--- config.mk ---
export PLATFORM = sky130hd
export DESIGN_NAME = control_sequencer
export DESIGN_NICKNAME = d
export VERILOG_FILES = /design/src/rtl/control_sequencer.sv
export SDC_FILE = /design/constraint.sdc
export NUM_CORES = 1
export LEC_CHECK = 0
export CAP_MARGIN = 20
export CELL_PAD_IN_SITES_DETAIL_PLACEMENT = 0
export CELL_PAD_IN_SITES_GLOBAL_PLACEMENT = 2
export CORE_MARGIN = 2
export CORE_UTILIZATION = 30
export CTS_CLUSTER_SIZE = 14
export DETAILED_ROUTE_END_ITERATION = 7
export GPL_ROUTABILITY_DRIVEN = 0
export PLACE_DENSITY_LB_ADDON = 0.1
export SLEW_MARGIN = 20
export SYNTH_ARGS = -nofsm -noshare
export SYNTH_HDL_FRONTEND = slang
export SYNTH_SLANG_ARGS = --single-unit
--- constraint.sdc ---
create_clock -name clk -period 3.85 [get_ports clk]
set_clock_uncertainty 0.1 [all_clocks]
set_input_delay 0.9625 -clock clk [delete_from_list [all_inputs] [get_ports clk]]
set_output_delay 0.9625 -clock clk [all_outputs]
set_load 0.01 [all_outputs]
--- src/rtl/control_sequencer.sv ---
// Multi-cycle control sequencer for the 6-bit CPU: fetches over a req/ack port into an
// internal IR, pulses ALU/register-file controls for one EXEC cycle, and keeps a flag register.
module control_sequencer #(
    parameter int PC_W     = 6,
    parameter int IMM_W    = 6,
    parameter int ALU_OP_W = 2
) (
    input  logic                clk,
    input  logic                rst_n,
    output logic                imem_req,
    output logic [PC_W-1:0]     imem_addr,
    input  logic                imem_ack,
    input  logic [3:0]          imem_opcode,
    input  logic [IMM_W-1:0]    imem_imm,
    input  logic                alu_cf,
    input  logic                alu_sf,
    input  logic                alu_zf,
    output logic [ALU_OP_W-1:0] op,
    output logic                imm_sel,
    output logic                reg_en,
    output logic [IMM_W-1:0]    imm,
    output logic [2:0]          flags,
    output logic                halted
);

    generate
        if (IMM_W < PC_W) begin : g_bad_imm_w
            $error("control_sequencer: IMM_W must be >= PC_W");
        end
        if (ALU_OP_W < 2) begin : g_bad_op_w
            $error("control_sequencer: ALU_OP_W must be >= 2");
        end
    endgenerate

    typedef enum logic [1:0] {
        S_FETCH  = 2'd0,
        S_DECODE = 2'd1,
        S_EXEC   = 2'd2,
        S_HALT   = 2'd3
    } state_t;

    localparam logic [3:0] OPC_JMP  = 4'b1000;
    localparam logic [3:0] OPC_JS   = 4'b1001;
    localparam logic [3:0] OPC_JZ   = 4'b1010;
    localparam logic [3:0] OPC_JC   = 4'b1011;
    localparam logic [3:0] OPC_JNZ  = 4'b1100;
    localparam logic [3:0] OPC_CMP  = 4'b1101;
    localparam logic [3:0] OPC_HALT = 4'b1111;

    state_t             state_q, state_d;
    logic [PC_W-1:0]    pc_q, pc_d;
    logic [3:0]         ir_opcode_q, ir_opcode_d;
    logic [IMM_W-1:0]   ir_imm_q, ir_imm_d;
    logic [2:0]         flags_q, flags_d;

    logic               is_alu;
    logic               is_cmp;
    logic               is_halt;
    logic               jump_taken;

    // Instruction classification from the IR; jumps test the latched {cf, sf, zf}.
    always_comb begin
        is_alu     = ~ir_opcode_q[3];
        is_cmp     = (ir_opcode_q == OPC_CMP);
        is_halt    = (ir_opcode_q == OPC_HALT);
        jump_taken = 1'b0;
        case (ir_opcode_q)
            OPC_JMP: jump_taken = 1'b1;
            OPC_JS:  jump_taken = flags_q[1];
            OPC_JZ:  jump_taken = flags_q[0];
            OPC_JC:  jump_taken = flags_q[2];
            OPC_JNZ: jump_taken = ~flags_q[0];
            default: jump_taken = 1'b0;
        endcase
    end

    // State register
    always_ff @(posedge clk or negedge rst_n) begin
        if (!rst_n) begin
            state_q <= S_FETCH;
        end else begin
            state_q <= state_d;
        end
    end

    // Next-state logic
    always_comb begin
        state_d = state_q;
        case (state_q)
            S_FETCH:  if (imem_ack) state_d = S_DECODE;
            S_DECODE: state_d = S_EXEC;
            S_EXEC:   state_d = is_halt ? S_HALT : S_FETCH;
            S_HALT:   state_d = S_HALT;
            default:  state_d = S_FETCH;
        endcase
    end

    // Output logic: controls are only ever non-zero during EXEC.
    always_comb begin
        imem_req = 1'b0;
        halted   = 1'b0;
        op       = '0;
        imm_sel  = 1'b0;
        reg_en   = 1'b0;
        case (state_q)
            S_FETCH: imem_req = 1'b1;
            S_EXEC: begin
                if (is_alu) begin
                    reg_en  = 1'b1;
                    op      = ALU_OP_W'(ir_opcode_q[1:0]);
                    imm_sel = ir_opcode_q[2];
                end else if (is_cmp) begin
                    op = ALU_OP_W'(2'b01);
                end
            end
            S_HALT:  halted = 1'b1;
            default: ;
        endcase
    end

    // Datapath next-state: IR capture, pc advance/jump and flag latch.
    always_comb begin
        pc_d        = pc_q;
        ir_opcode_d = ir_opcode_q;
        ir_imm_d    = ir_imm_q;
        flags_d     = flags_q;
        case (state_q)
            S_FETCH: begin
                if (imem_ack) begin
                    ir_opcode_d = imem_opcode;
                    ir_imm_d    = imem_imm;
                end
            end
            S_EXEC: begin
                if (is_alu || is_cmp) begin
                    flags_d = {alu_cf, alu_sf, alu_zf};
                end
                // HALT keeps pc on its own address.
                if (!is_halt) begin
                    if (jump_taken) begin
                        pc_d = ir_imm_q[PC_W-1:0];
                    end else begin
                        pc_d = pc_q + PC_W'(1);
                    end
                end
            end
            default: ;
        endcase
    end

    always_ff @(posedge clk or negedge rst_n) begin
        if (!rst_n) begin
            pc_q        <= '0;
            ir_opcode_q <= '0;
            ir_imm_q    <= '0;
            flags_q     <= '0;
        end else begin
            pc_q        <= pc_d;
            ir_opcode_q <= ir_opcode_d;
            ir_imm_q    <= ir_imm_d;
            flags_q     <= flags_d;
        end
    end

    assign imem_addr = pc_q;
    assign imm       = ir_imm_q;
    assign flags     = flags_q;

endmodule

; Yosys cells after proc, flatten, opt, wreduce, memory -nomap -nowiden
; Cells that the tools add are included.
[classes]
addsub = 1
n_eq_ne = 11
mux = 14
bitwise_logic = 3
reduce_logical = 5
[op_table]
columns = operator, count
row1 = $eq A4 B4 Y1 const B, 7
row2 = $mux W2, 4
row3 = $pmux W2 S4, 1
row4 = $mux W1, 7
row5 = $add A6 B1 Y6 const B, 1
row6 = $mux W6, 1
row7 = $reduce_and A2 Y1, 3
row8 = $pmux W1 S5, 1
row9 = $eq A2 B2 Y1 const B, 2
row10 = $not A1 Y1, 3
row11 = $eq A2 B1 Y1 const B, 1
row12 = $logic_not A2 Y1, 1
row13 = $ne A2 B2 Y1 const B, 1
row14 = $logic_or A1 B1 Y1, 1
[totals]
reg_bits = 21
inputBits = 16

; Longest topological paths before layout
; Gate-level depths: netlist (run 1).
[logic_depth]
word_depth = 4
ltp_mapped = 5

; Least setup slack after synthesis (run 1)
; Ideal clock, no wire load.
[synth_timing]
kind = reg-to-output
startpoint = reg ir_opcode_q[1]
endpoint = out op[0]
arrival_time_ps = 1041
required_time_ps = 2788
path_slack_ps = 1746
stages_incl_launch_ff = 4
n_path_buf = 0
path_cell_list = dfrtp_1 -> nand3b_1 -> a21oi_1 -> and2_1
[synth_via]
elab_chain_len = 4
[synth_lines]
columns = element, line
row1 = "start, declared", 52  ; logic [3:0] ir_opcode_q, ir_opcode_d;
row2 = "start signal, assigned", 159  ; ir_opcode_q <= ir_opcode_d;
row3 = $eq A4 B4 Y1, 64  ; is_cmp = (ir_opcode_q == OPC_CMP);
row4 = $mux W1, 112  ; end else if (is_cmp) begin
row5 = $mux W2, 108  ; if (is_alu) begin
row6 = $mux W2, 105  ; case (state_q)
row7 = "end, declared", 18  ; output logic [ALU_OP_W-1:0] op,
; No other way between the ends.

; Worst setup path in the final report (run 1)
; Ends and elaborated chain as after synthesis.

==> results of run 1 <==
[flip-flops by register name, summed over array words and instances, names as in the netlist]
register,cells
ir_opcode_q,4
flags,3
state_q,2
imem_addr,6
imm,6
[metal layers]
metal	wire [µm]	part of all wire [%]	track usage, %
met1	1220	49	18.9
met2	1140	45	20.3
met3	108	4.3	2.60
met4	42	1.7	5.59
met5	0	0	0
[critical path, delay by kind of cell, from the launching register on]
| family | cells | cell delay, ns |
|---|---|---|
| AOI/OAI and AO/OA | 1 | 0.32 |
| DFF | 1 | 0.46 |
| and+or+nand+nor | 2 | 0.36 |
| buffers and inverters | 1 | 0.53 |
[metrics by stage]
step,cells,instance area (µm²),utilization (%),setup WS [ns],power (mW)
global route,177,1520,44.5,0.607,1.39
finish,177,1520,44.5,0.818,1.27
global placement,173,1490,43.7,1.19,1.17
floorplan,93,1100,-,1.75,0.882
detailed placement,173,1490,43.7,1.13,1.17
CTS,177,1520,44.5,0.769,1.29
[cells in the final DEF (no fill, tap or decap), types with 2 or more instances in the layout]
cell type	Yosys	routed
nand2_1	8	8
a2111oi_0	2	2
o311a_1	2	2
clkbuf_4	0	3
dfrtp_1	21	21
and3_1	2	2
a311o_1	2	2
nand4_1	4	4
mux2_2	13	13
and2_1	3	3
a211o_2	2	2
nor2_1	4	4
a21oi_1	3	3
inv_1	2	2
clkdlybuf4s50_1	0	36
[worst paths after layout]
kind                                             from                        to  slack [ns]  depth (start not counted)
hold / removal                   flags[2]$_DFFE_PN0P_      flags[2]$_DFFE_PN0P_        0.45                          1
hold reg to reg                  flags[2]$_DFFE_PN0P_      flags[2]$_DFFE_PN0P_        0.45                          1
max in group asynchronous                       rst_n    state_q[0]$_DFFE_PN0P_        2.03                          1
setup / recovery           ir_opcode_q[1]$_DFFE_PN0P_                     op[0]        0.82                          4
min in group asynchronous                       rst_n  imem_addr[5]$_DFFE_PN0P_        1.06                          1
setup reg to reg           ir_opcode_q[2]$_DFFE_PN0P_  imem_addr[4]$_DFFE_PN0P_        1.90                          4
[kinds of logic after synthesis]
family	count (synthesis)	synth area share [%]
AND/OR/NAND/NOR	32	16.7
flip-flops	21	47.8
AO/OA/AOI/OAI	20	16.2
multiplexers	14	14.7
buffers and inverters	5	3.42
adder cells (fa/ha/maj)	1	1.14
[power breakdown]
part,leakage [nW],internal (mW),switching (mW),total [mW]
Combinational,0.332,0.397,0.281,0.679
Sequential,0.245,0.333,0.150,0.483
Clock,0.0150,0.0404,0.0682,0.109
[layout make-up]
type / instances / area (µm²)
fill: 352 / 1900
clock buffer: 4 / 26.3
inverter: 2 / 7.51
multi-input combinational: 67 / 536
tap: 46 / 57.6
sequential: 21 / 526
timing repair buffer: 37 / 368
==> metrics.txt, run 1 <==
most frequent cell after synthesis dfrtp_1; Hold Fails Final Rpt 0; post-synthesis cell type count 38; Async SR Flop Fraction 100%; Post-synth EDFFs 0; WL/cell 14.2 µm; CTS Sinks 21; CP cell instances nand3b_1 -> a21oi_1 -> and2_1 -> clkdlybuf4s50_1; RSZ-0062 raised after global routing no; CP max stage cell clkdlybuf4s50_1; HPWL Detailed 1.91 mm; post-route ant nets 0; final hold slack 0.451 ns; total number of vias 878; CTS Hold Bufs 0; mapped cell area 1100 µm²; global route overflow 0; Seq/Total Area, Yosys 47.8%; drt pass-1 iters 4; Cells after Synth 93; total track usage 13.5%; Worst slew margin 38.1%; 1st-iter DRT viols 51; Post-CTS Setup Inserts 0; CTS tree built; Post-synth top cells dfrtp_1 (21), mux2_2 (13), nand2_1 (8); Worst Path Required 2.79 ns; DIE AREA 4160 µm²; number of global-route vias before repair 889; Area contributors post-synth dfrtp_1 (48%), mux2_2 (13%), nand2_1 (2.7%); leak pwr 0.592 nW; # setup viols final 0; Std-Cell Rows 21; Mapped Nets 110; Ys Warns 0; IO Count 37; Horiz. Die Dim 64.5 µm; CP Class flip-flop to output pin; Max clock buf depth 2; Worst Setup End Kind output pin; crit share post-route 78.7%; clock latency on the worst-skew pair 0.31 ns; largest area contributor in the netlist dfrtp_1; worst min path class flip-flop to flip-flop; ANT cells 0; largest net degree at the start of global routing 22; Worst EP arrival 1.97 ns; maxcap violations 0; DRT Wirelength 2.51 mm; Synth top area share 47.8%; total CTS buffers 3; FMAX 0.330 GHz; initial antenna violation count 0; clk root buf clkbuf_4; worst slew pin tran 0.925 ns; critical-path maximum fanout 8; layout cell share with drive strength beyond 1 22.1%; Final Slew Violations 0; Max VDD drop 0.000256 V; Synth Register Bits 21; Startpoint Class flip-flop; CP max stage delay 0.53 ns; first-pass GRT wire length 4.33 mm; Core Footprint 3420 µm²; # nets final 149; cts repair resizes 0; Min Clock Period, post-route 3.03 ns; # DRC 0; Die Y 64.5 µm; Avg Cell Area, Syn 11.8 µm²; post-DR vias/cell 4.96; clk slew on worst S/H paths 0.11 ns; top_reg_cell synth dfrtp_1; area added between synthesis and finish 38.4%; status completed; H-tree Lvls 1; P per Cell Area 836 nW/µm²; PortBufs 36; Starting Density 32.2%; setup tns final 0 ns
Power figures use the tool's default switching activity.
==> inputs of run 2 (changes only) <==
--- a/config.mk
+++ b/config.mk
@@ -9,7 +9,7 @@
 export CELL_PAD_IN_SITES_DETAIL_PLACEMENT = 0
 export CELL_PAD_IN_SITES_GLOBAL_PLACEMENT = 2
 export CORE_MARGIN = 2
-export CORE_UTILIZATION = 30
+export CORE_UTILIZATION = 25
 export CTS_CLUSTER_SIZE = 14
 export DETAILED_ROUTE_END_ITERATION = 7
 export GPL_ROUTABILITY_DRIVEN = 0
==> constraint.sdc (replaced) <==
create_clock -name clk -period 2.6 [get_ports clk]
set_clock_uncertainty 0.1 [all_clocks]
set_input_delay 0.65 -clock clk [delete_from_list [all_inputs] [get_ports clk]]
set_output_delay 0.65 -clock clk [all_outputs]
set_load 0.01 [all_outputs]
==> run 2 against run 1 <==
Effect of this change:
- power up 59%
- die area up 19%
- cell count up 6.2%
- flip-flop and latch count unchanged
- sequential share of layout area down 1.6 points
- core utilization down 7.3 points
- worst hold slack better by 0.0038 ns
- first-iteration DRC count down 63%
- non-clock buffer count up 5
- routed wire length up 11%
- register-to-register slack worse by 1.4 ns
- critical endpoint unchanged
==> metrics.txt, run 2 (synthesized netlist as in run 1, its figures left out) <==
Worst EP arrival 1.73 ns (-0.24 ns); IO Count 37 (unchanged); DRT Wirelength 2.78 mm (+11%); CP cell instances nand3b_1 -> a21oi_2 -> and2_1 -> clkdlybuf4s50_1; Starting Density 25.6% (-6.6 points); CTS Sinks 21 (unchanged); Worst Setup End Kind output pin; WL/cell 14.8 µm (+4.2%); clock latency on the worst-skew pair 0.27 ns (-0.04 ns); # setup viols final 0 (unchanged); post-route ant nets 0 (unchanged); total track usage 12.2% (-1.3 points); P per Cell Area 1260 nW/µm² (+51%); status completed; HPWL Detailed 2.04 mm (+6.7%); area added between synthesis and finish 45.4%; post-DR vias/cell 4.87 (-1.9%); RSZ-0062 raised after global routing no; PortBufs 36 (unchanged); maxcap violations 0 (unchanged); Min Clock Period, post-route 2.48 ns; worst slew pin tran 0.566 ns (-0.359 ns); number of global-route vias before repair 923 (+3.8%); clk root buf clkbuf_8; # DRC 0 (unchanged); Die Y 70.3 µm (+9.0%); Worst Reg-to-Reg Cells 5 (+1); setup tns final 0 ns (unchanged); Worst Path Buf+Inv 1 (unchanged); first-pass GRT wire length 4.67 mm (+7.8%); total number of vias 915 (+4.2%); commonest cells after routing, fill and taps aside clkdlybuf4s50_1 (36), dfrtp_1 (20), mux2_2 (13); CTS tree built; 1st-iter DRT viols 19 (-63%); Reg2Reg Capture Point imem_addr[4]$_DFFE_PN0P_; Max VDD drop 0.000582 V (+130%); total CTS buffers 3 (unchanged); FF-to-FF setup slack 0.54 ns (-1.36 ns); hold path start imm[2]$_DFFE_PN0P_; FMAX 0.404 GHz; worst min path class flip-flop to flip-flop; Horiz. Die Dim 70.3 µm (+9.0%); Fill cells 442 (+26%); Final Slew Violations 0 (unchanged); layout cell share with drive strength beyond 1 28.7% (+6.5 points); Worst slew margin 62.3% (+24 points); r2r startpoint ir_opcode_q[2]$_DFFE_PN0P_; CTS Hold Bufs 0 (unchanged); drt pass-1 iters 4 (unchanged); initial antenna violation count 0 (unchanged); ANT cells 0 (unchanged); Std-Cell Rows 24 (+14%); CP Class flip-flop to output pin; Startpoint Class flip-flop; leak pwr 0.623 nW (+5.2%); CP max stage cell clkdlybuf4s50_1; total chip power 2.02 mW (+59%); Hold Fails Final Rpt 0 (unchanged); critical-path maximum fanout 8 (unchanged); Core Footprint 4290 µm² (+26%); H-tree Lvls 1 (unchanged); global route overflow 0 (unchanged); Max clock buf depth 2 (unchanged); CP top delay family buffers and inverters; Worst Hold Depth 1 (unchanged); commonest non-fill, non-tap cell in the layout clkdlybuf4s50_1; largest net degree at the start of global routing 22 (unchanged); hold path endpoint imm[2]$_DFFE_PN0P_; DIE AREA 4940 µm² (+19%); crit share post-route 95.3%; Worst Path Required 1.85 ns (-0.94 ns); # nets final 154 (+3.4%); clk slew on worst S/H paths 0.09 ns (-0.02 ns); CP max stage delay 0.53 ns (about the same)
-- run 2: how the worst max path moves through the flow --
stage | start | endpoint | slack (ns) | cells after the start
global route | state_q[0]$_DFFE_PN0P_ | op[0] | 0.009 | 4
finish | ir_opcode_q[1]$_DFFE_PN0P_ | op[0] | 0.12 | 4
global placement | imem_ack | ir_opcode_q[2]$_DFFE_PN0P_ | 0.28 | 4
floorplan | ir_opcode_q[1]$_DFFE_PN0P_ | op[0] | 0.81 | 3
detailed placement | imem_ack | imm[3]$_DFFE_PN0P_ | 0.29 | 4
CTS | ir_opcode_q[1]$_DFFE_PN0P_ | op[0] | 0.06 | 4
-- run 2: final cells by class --
cell class / instances / area [µm²] / share of cell area [%]
flip-flops and latches: 21 / 527 / 33.0
clock buffers: 3 / 41.3 / 2.58
clock inverters: 1 / 7.51 / 0.470
multi-input cells: 67 / 544 / 34.1
inverters: 2 / 7.51 / 0.470
well taps: 52 / 65.1 / 4.07
repair buffers: 42 / 405 / 25.4
-- run 2: through the flow --
| stage | instances | setup slack, ns | instance area, µm² | hold slack, ns | utilization, % |
|---|---|---|---|---|---|
| after floorplan | 93 | 0.809 | 1100 | 0.254 | - |
| after global placement | 184 | 0.277 | 1540 | 0.428 | 35.8 |
| after detailed placement | 184 | 0.293 | 1540 | 0.440 | 35.8 |
| after CTS | 188 | 0.0594 | 1590 | 0.459 | 37.0 |
| after global routing | 188 | 0.00866 | 1600 | 0.487 | 37.2 |
| final | 188 | 0.123 | 1600 | 0.455 | 37.2 |
-- run 2: power breakdown --
part / switching (mW) / leakage [nW] / internal [mW]
clock: 0.118 / 0.0217 / 0.108
sequential: 0.196 / 0.244 / 0.497
combinational: 0.469 / 0.357 / 0.629
total: 0.783 / 0.623 / 1.23
-- run 2: timing repair --
| action | 4_1_cts | 5_1_grt |
|---|---|---|
| setup buffers | 0 | 0 |
| setup endpoints to repair | 0 | 3 |
| resized for setup | 0 | 4 |
-- run 2: metal layers --
layer / GRT usage [%] / vias to the layer above / routed length [µm]
met2: 19.2 / 22 / 1280
li1: - / 442 / -
met5: 0 / - / 0
met3: 3.61 / 4 / 125
met4: 3.85 / 0 / 40
met1: 16.0 / 447 / 1330
==> RTL edit 1: new RTL, settings of run 1 <==
Encoding of `state_t`: now one-hot (4 bits for 4 states).
--- a/src/rtl/control_sequencer.sv
+++ b/src/rtl/control_sequencer.sv
@@ -34,7 +34,7 @@
 
-    typedef enum logic [1:0] {
-        S_FETCH  = 2'd0,
-        S_DECODE = 2'd1,
-        S_EXEC   = 2'd2,
-        S_HALT   = 2'd3
+    typedef enum logic [3:0] {
+        S_FETCH  = 4'b0001,
+        S_DECODE = 4'b0010,
+        S_EXEC   = 4'b0100,
+        S_HALT   = 4'b1000
     } state_t;
Check against the original RTL: no difference found for any inputs over 10 cycles, from zero or initial values and one cycle with rst_n low; not proved beyond that.
==> RTL edit 1 against run 1 <==
Total power decreased by 15%. Die area increased by 3.1%. Via count increased by 8.5%. Routed wire length decreased by 0.12%. Synthesized area increased by 3.3%. Final area increased by 4.7%. Combinational power decreased by 31%. First-iteration DRC count decreased by 37%. Maximum frequency decreased by 13%. Setup slack got worse by 0.45 ns. Sequential cell count increased by 2. Core utilization decreased by 1.0 points. Critical endpoint unchanged.
==> RTL edit 1: results (changes against run 1) <==
worst reg2reg setup slack 1.75 ns (was 1.90 ns); antenna violations before repair 0 (unchanged); Iter 0 DRT Violations 32 (was 51); sequential share of the synthesized area 50.8% (was 47.8%); Skew-Pair Late Insertion Delay 0.25 ns (was 0.31 ns); row cnt 22 (was 21); Avg WL per Cell 12.3 um (was 14.2 um); root buf cell clkbuf_8 (was clkbuf_4); count leader, synth nand2_1 (was dfrtp_1); largest net degree at the start of global routing 24 (was 22); CP max FO 5 (was 8); Reg clk slew, reported paths 0.08 ns (was 0.11 ns); first-pass GRT wire length 4140 um (was 4330 um); final critical-path setup slack 0.364 ns (was 0.818 ns); post-CTS setup buffer count 0 (unchanged); Antenna Cells 0 (unchanged); Psw 0.000395 W (was 0.000500 W); largest cells by area after synthesis dfrtp_1 (49%), nand2_1 (11%), a21oi_1 (3.5%) (was dfrtp_1 (48%), mux2_2 (13%), nand2_1 (2.7%)); commonest cells in the netlist nand2_1 (34), dfrtp_1 (22), a21oi_1 (8) (was dfrtp_1 (21), mux2_2 (13), nand2_1 (8)); vias in the first global route 896 (was 889); cell family with most CP delay simple AND/OR/NAND/NOR gates (was buffers and inverters); run status complete, no violations (unchanged); Yosys warning count 0 (unchanged); gr usage total 12.4% (was 13.5%); Synth Net Count 133 (was 110); Crit-path slowest cell or4b_1 (was clkdlybuf4s50_1); count of different cell masters after synthesis 33 (was 38); Slowest Stage Delay on Critical Path 0.70 ns (was 0.53 ns); Worst EP arrival 2.42 ns (was 1.97 ns); fraction of layout cells with a size suffix above 1 8.39% (was 22.1%); Layout Nets 173 (was 149); VDD IR max 0.236 mV (was 0.256 mV); dpl hpwl 1850 um (was 1910 um); Pleak 0.700 nW (was 0.592 nW); pre-CTS setup slack 0.642 ns (was 1.13 ns); vias 953 (was 878); DRC Markers 0 (unchanged); slew margin rel. 66.1% (was 38.1%)
## RTL edit 1: changes by cell type after synthesis, moves of 4 or more
cell,before,now
nand2_1,8,34
mux2_2,13,3
a21oi_1,3,8
nand2b_1,1,5
mux2i_1,0,4
## RTL edit 1: final timing paths
kind / to / from / depth (start not counted)
max: op[0] / state_q[1] / 4
min: imm[1] / imm[1] / 2
max reg2reg: imem_addr[4] / state_q[1] / 5
min reg2reg: imm[1] / imm[1] / 2
max in group asynchronous: state_q[0] / rst_n / 2
min in group asynchronous: flags[0] / rst_n / 2
## RTL edit 1: layout make-up
type / instances / area (um^2) / area share (%)
clock buffer: 4 / 45.0 / 2.83
inverter: 2 / 7.51 / 0.472
multi-input combinational: 89 / 534 / 33.6
sequential: 23 / 577 / 36.2
tap: 48 / 60.1 / 3.77
timing repair buffer: 37 / 368 / 23.1
## RTL edit 1: power groups by stage
| stage | clock network, W | registers (W) | logic [W] |
|---|---|---|---|
| 6_report | 0.000145 | 0.000463 | 0.000469 |
| 3_3_place_gp | 0 | 0.000464 | 0.000469 |
| 5_1_grt | 0.000166 | 0.000485 | 0.000517 |
| 2_1_floorplan | 0 | 0.000474 | 0.000227 |
| 4_1_cts | 0.000155 | 0.000465 | 0.000476 |
| 3_5_place_dp | 0 | 0.000468 | 0.000474 |
## RTL edit 1: worst min-delay path, delay by kind of cell, from the launching register on
family	cells	cell delay, ns
DFF	1	0.37
and+or+nand+nor	2	0.12
## RTL edit 1: cell families (layout without fill, tap and decap cells)
| family | after synthesis | after routing | synth area share, % |
|---|---|---|---|
| AOI/OAI and AO/OA | 19 | 19 | 11.4 |
| adders and majority gates | 1 | 1 | 1.10 |
| buffers and inverters | 4 | 43 | 2.09 |
| DFF | 23 | 23 | 50.8 |
| muxes | 7 | 7 | 6.50 |
| and+or+nand+nor | 62 | 62 | 28.1 |
## RTL edit 1: per-stage QoR
stage	utilization (%)	instance area (um^2)	instances	power (W)	hold WS, ns
2_1_floorplan	-	1130	116	0.000701	0.388
3_3_place_gp	42.2	1550	199	0.000933	0.396
3_5_place_dp	42.2	1550	199	0.000942	0.405
4_1_cts	43.5	1590	203	0.00109	0.426
5_1_grt	43.5	1590	203	0.00117	0.465
6_report	43.5	1590	203	0.00108	0.418
## RTL edit 1: layer usage
layer	up-vias	track usage, %	wire (um)
met4	0	3.13	13
met3	2	3.08	107
met5	-	0	0
met2	22	20.4	1150
li1	482	-	-
met1	447	16.5	1240
==> RTL edit 2: new RTL, config.mk and constraints of run 1 <==
Made on the original files. Change the parameter `IMM_W` from 6 to 7.
--- a/src/rtl/control_sequencer.sv
+++ b/src/rtl/control_sequencer.sv
@@ -4,3 +4,3 @@
     parameter int PC_W     = 6,
-    parameter int IMM_W    = 6,
+    parameter int IMM_W    = 7,
     parameter int ALU_OP_W = 2
Interface: changed (resized imem_imm and imm); port bits go from 37 to 39. The function was not compared with the original's and may differ.
==> RTL edit 2 against run 1 <==
Clock power grew 32%. Synthesized cell count grew 2.2%. Final area is 4.5% higher. Non-clock buffer count rose by 2. Total power up 6.5%. Largest power group unchanged. Largest cell class is now registers. Sequential cell count up 1. Routed wire length increased by 7.1%. Synthesized area up 3.3%. Hold slack got worse by 0.024 ns. Setup slack improved by 0.061 ns.
==> RTL edit 2: results (changes against run 1) <==
run status complete, no violations (unchanged); fraction of layout cells with a size suffix above 1 23.1% (was 22.1%); slew margin rel. 59.9% (was 38.1%); vias per inst 5.09 (was 4.96); Layout fillers 370 (was 352); Synth Net Count 113 (was 110); DRT Pass-1 Iters 4 (unchanged); drt total wl 2690 um (was 2510 um); H-tree depth 1 (unchanged); period utilisation layout 77.2% (was 78.7%); sequential share of the synthesized area 48.5% (was 47.8%); first-pass GRT wire length 4450 um (was 4330 um); Num CTS Buffers 3 (unchanged); Skew-Pair Late Insertion Delay 0.26 ns (was 0.31 ns); wire length on met3 123 um (was 108 um); Iter 0 DRT Violations 32 (was 51); count of different cell masters after synthesis 38 (unchanged); port bufs 38 (was 36); gr usage total 13.6% (was 13.5%); Crit-path slowest cell clkdlybuf4s50_1 (unchanged); Sw Share 38.5% (was 39.3%); post-CTS setup buffer count 0 (unchanged); max reg flops 7; asr flop ratio synth 100% (unchanged); DR top layer met4 (unchanged); Yosys warning count 0 (unchanged); worst reg2reg setup slack 1.81 ns (was 1.90 ns); worst r2r path cells 4 (unchanged); antenna violations before repair 0 (unchanged); Worst setup startpoint state_q[0] (was ir_opcode_q[1]); Reg clk slew, reported paths 0.08 ns (was 0.11 ns); vias in the first global route 912 (was 889); largest cells by area after synthesis dfrtp_1 (49%), mux2_2 (14%), nand2_1 (2.6%) (was dfrtp_1 (48%), mux2_2 (13%), nand2_1 (2.7%)); dpl hpwl 1940 um (was 1910 um); commonest cells in the netlist dfrtp_1 (22), mux2_2 (14), nand2_1 (8) (was dfrtp_1 (21), mux2_2 (13), nand2_1 (8)); WL met2 1240 um (was 1140 um); CTS Hold Bufs 0 (unchanged); capture point of the worst path op[0] (unchanged); Pleak 0.622 nW (was 0.592 nW); Hold Path Class reg2reg (unchanged); reg2reg start ir_opcode_q[2] (unchanged); Antenna Cells 0 (unchanged); root buf cell clkbuf_8 (was clkbuf_4); largest net degree at the start of global routing 23 (was 22); wl on met1 1290 um (was 1220 um); Final Hold Fails 0 (unchanged); CP max FO 6 (was 8); VDD IR max 0.319 mV (was 0.256 mV); pre-CTS setup slack 1.15 ns (was 1.13 ns); Layout Nets 154 (was 149); grt total ovfl 0 (unchanged); r2r endpoint imem_addr[5] (was imem_addr[4]); clock tree buffer depth 2 (unchanged); share of the synthesized area in the top cell type 48.5% (was 47.8%)
## RTL edit 2: cell types whose count changed after synthesis
cell,before,now
dfrtp_1,21,22
mux2_2,13,14
## RTL edit 2: cell type report
class | count | area share, %
tap | 48 | 3.78
clock buffer | 3 | 2.60
timing repair buffer | 39 | 24.1
multi-input combinational | 68 | 34.4
inverter | 2 | 0.472
sequential | 22 | 34.6
## RTL edit 2: cell families (layout without fill, tap and decap cells)
kind of cell / count (synthesis) / after routing / synth area share [%]
buf+inv: 5 / 44 / 3.31
fa+ha+maj: 1 / 1 / 1.10
flops: 22 / 22 / 48.5
mux: 15 / 15 / 15.2
simple gates: 32 / 32 / 16.2
compound gates: 20 / 20 / 15.7
## RTL edit 2: routing by layer
layer / global-route usage (%) / up-vias
met5: 0 / -
met4: 3.91 / 0
met3: 2.57 / 4
met2: 21.8 / 30
met1: 18.7 / 446
li1: - / 446
## RTL edit 2: worst min path at each step
stage / from / end / slack [ns] / cells after the start
2_1_floorplan: state_q[0] / state_q[1] / 0.41 / 2
3_3_place_gp: imm[6] / imm[6] / 0.40 / 1
3_5_place_dp: imm[6] / imm[6] / 0.40 / 1
4_1_cts: imm[6] / imm[6] / 0.43 / 1
5_1_grt: imm[6] / imm[6] / 0.44 / 1
6_report: imm[6] / imm[6] / 0.43 / 1
## RTL edit 2: per-stage QoR
stage | instance area, um^2 | instances | hold WS [ns] | power [W]
6_report | 1590 | 182 | 0.427 | 0.00135
5_1_grt | 1590 | 182 | 0.442 | 0.00145
4_1_cts | 1590 | 182 | 0.427 | 0.00137
3_5_place_dp | 1550 | 179 | 0.404 | 0.00122
3_3_place_gp | 1550 | 179 | 0.398 | 0.00121
2_1_floorplan | 1130 | 95 | 0.415 | 0.000910
## RTL edit 2: power by group through the flow
stage / clock network, W / logic, W / registers [W]
2_1_floorplan: 0 / 0.000410 / 0.000501
3_3_place_gp: 0 / 0.000711 / 0.000499
3_5_place_dp: 0 / 0.000711 / 0.000506
4_1_cts: 0.000151 / 0.000714 / 0.000502
5_1_grt: 0.000159 / 0.000769 / 0.000527
6_report: 0.000144 / 0.000708 / 0.000501
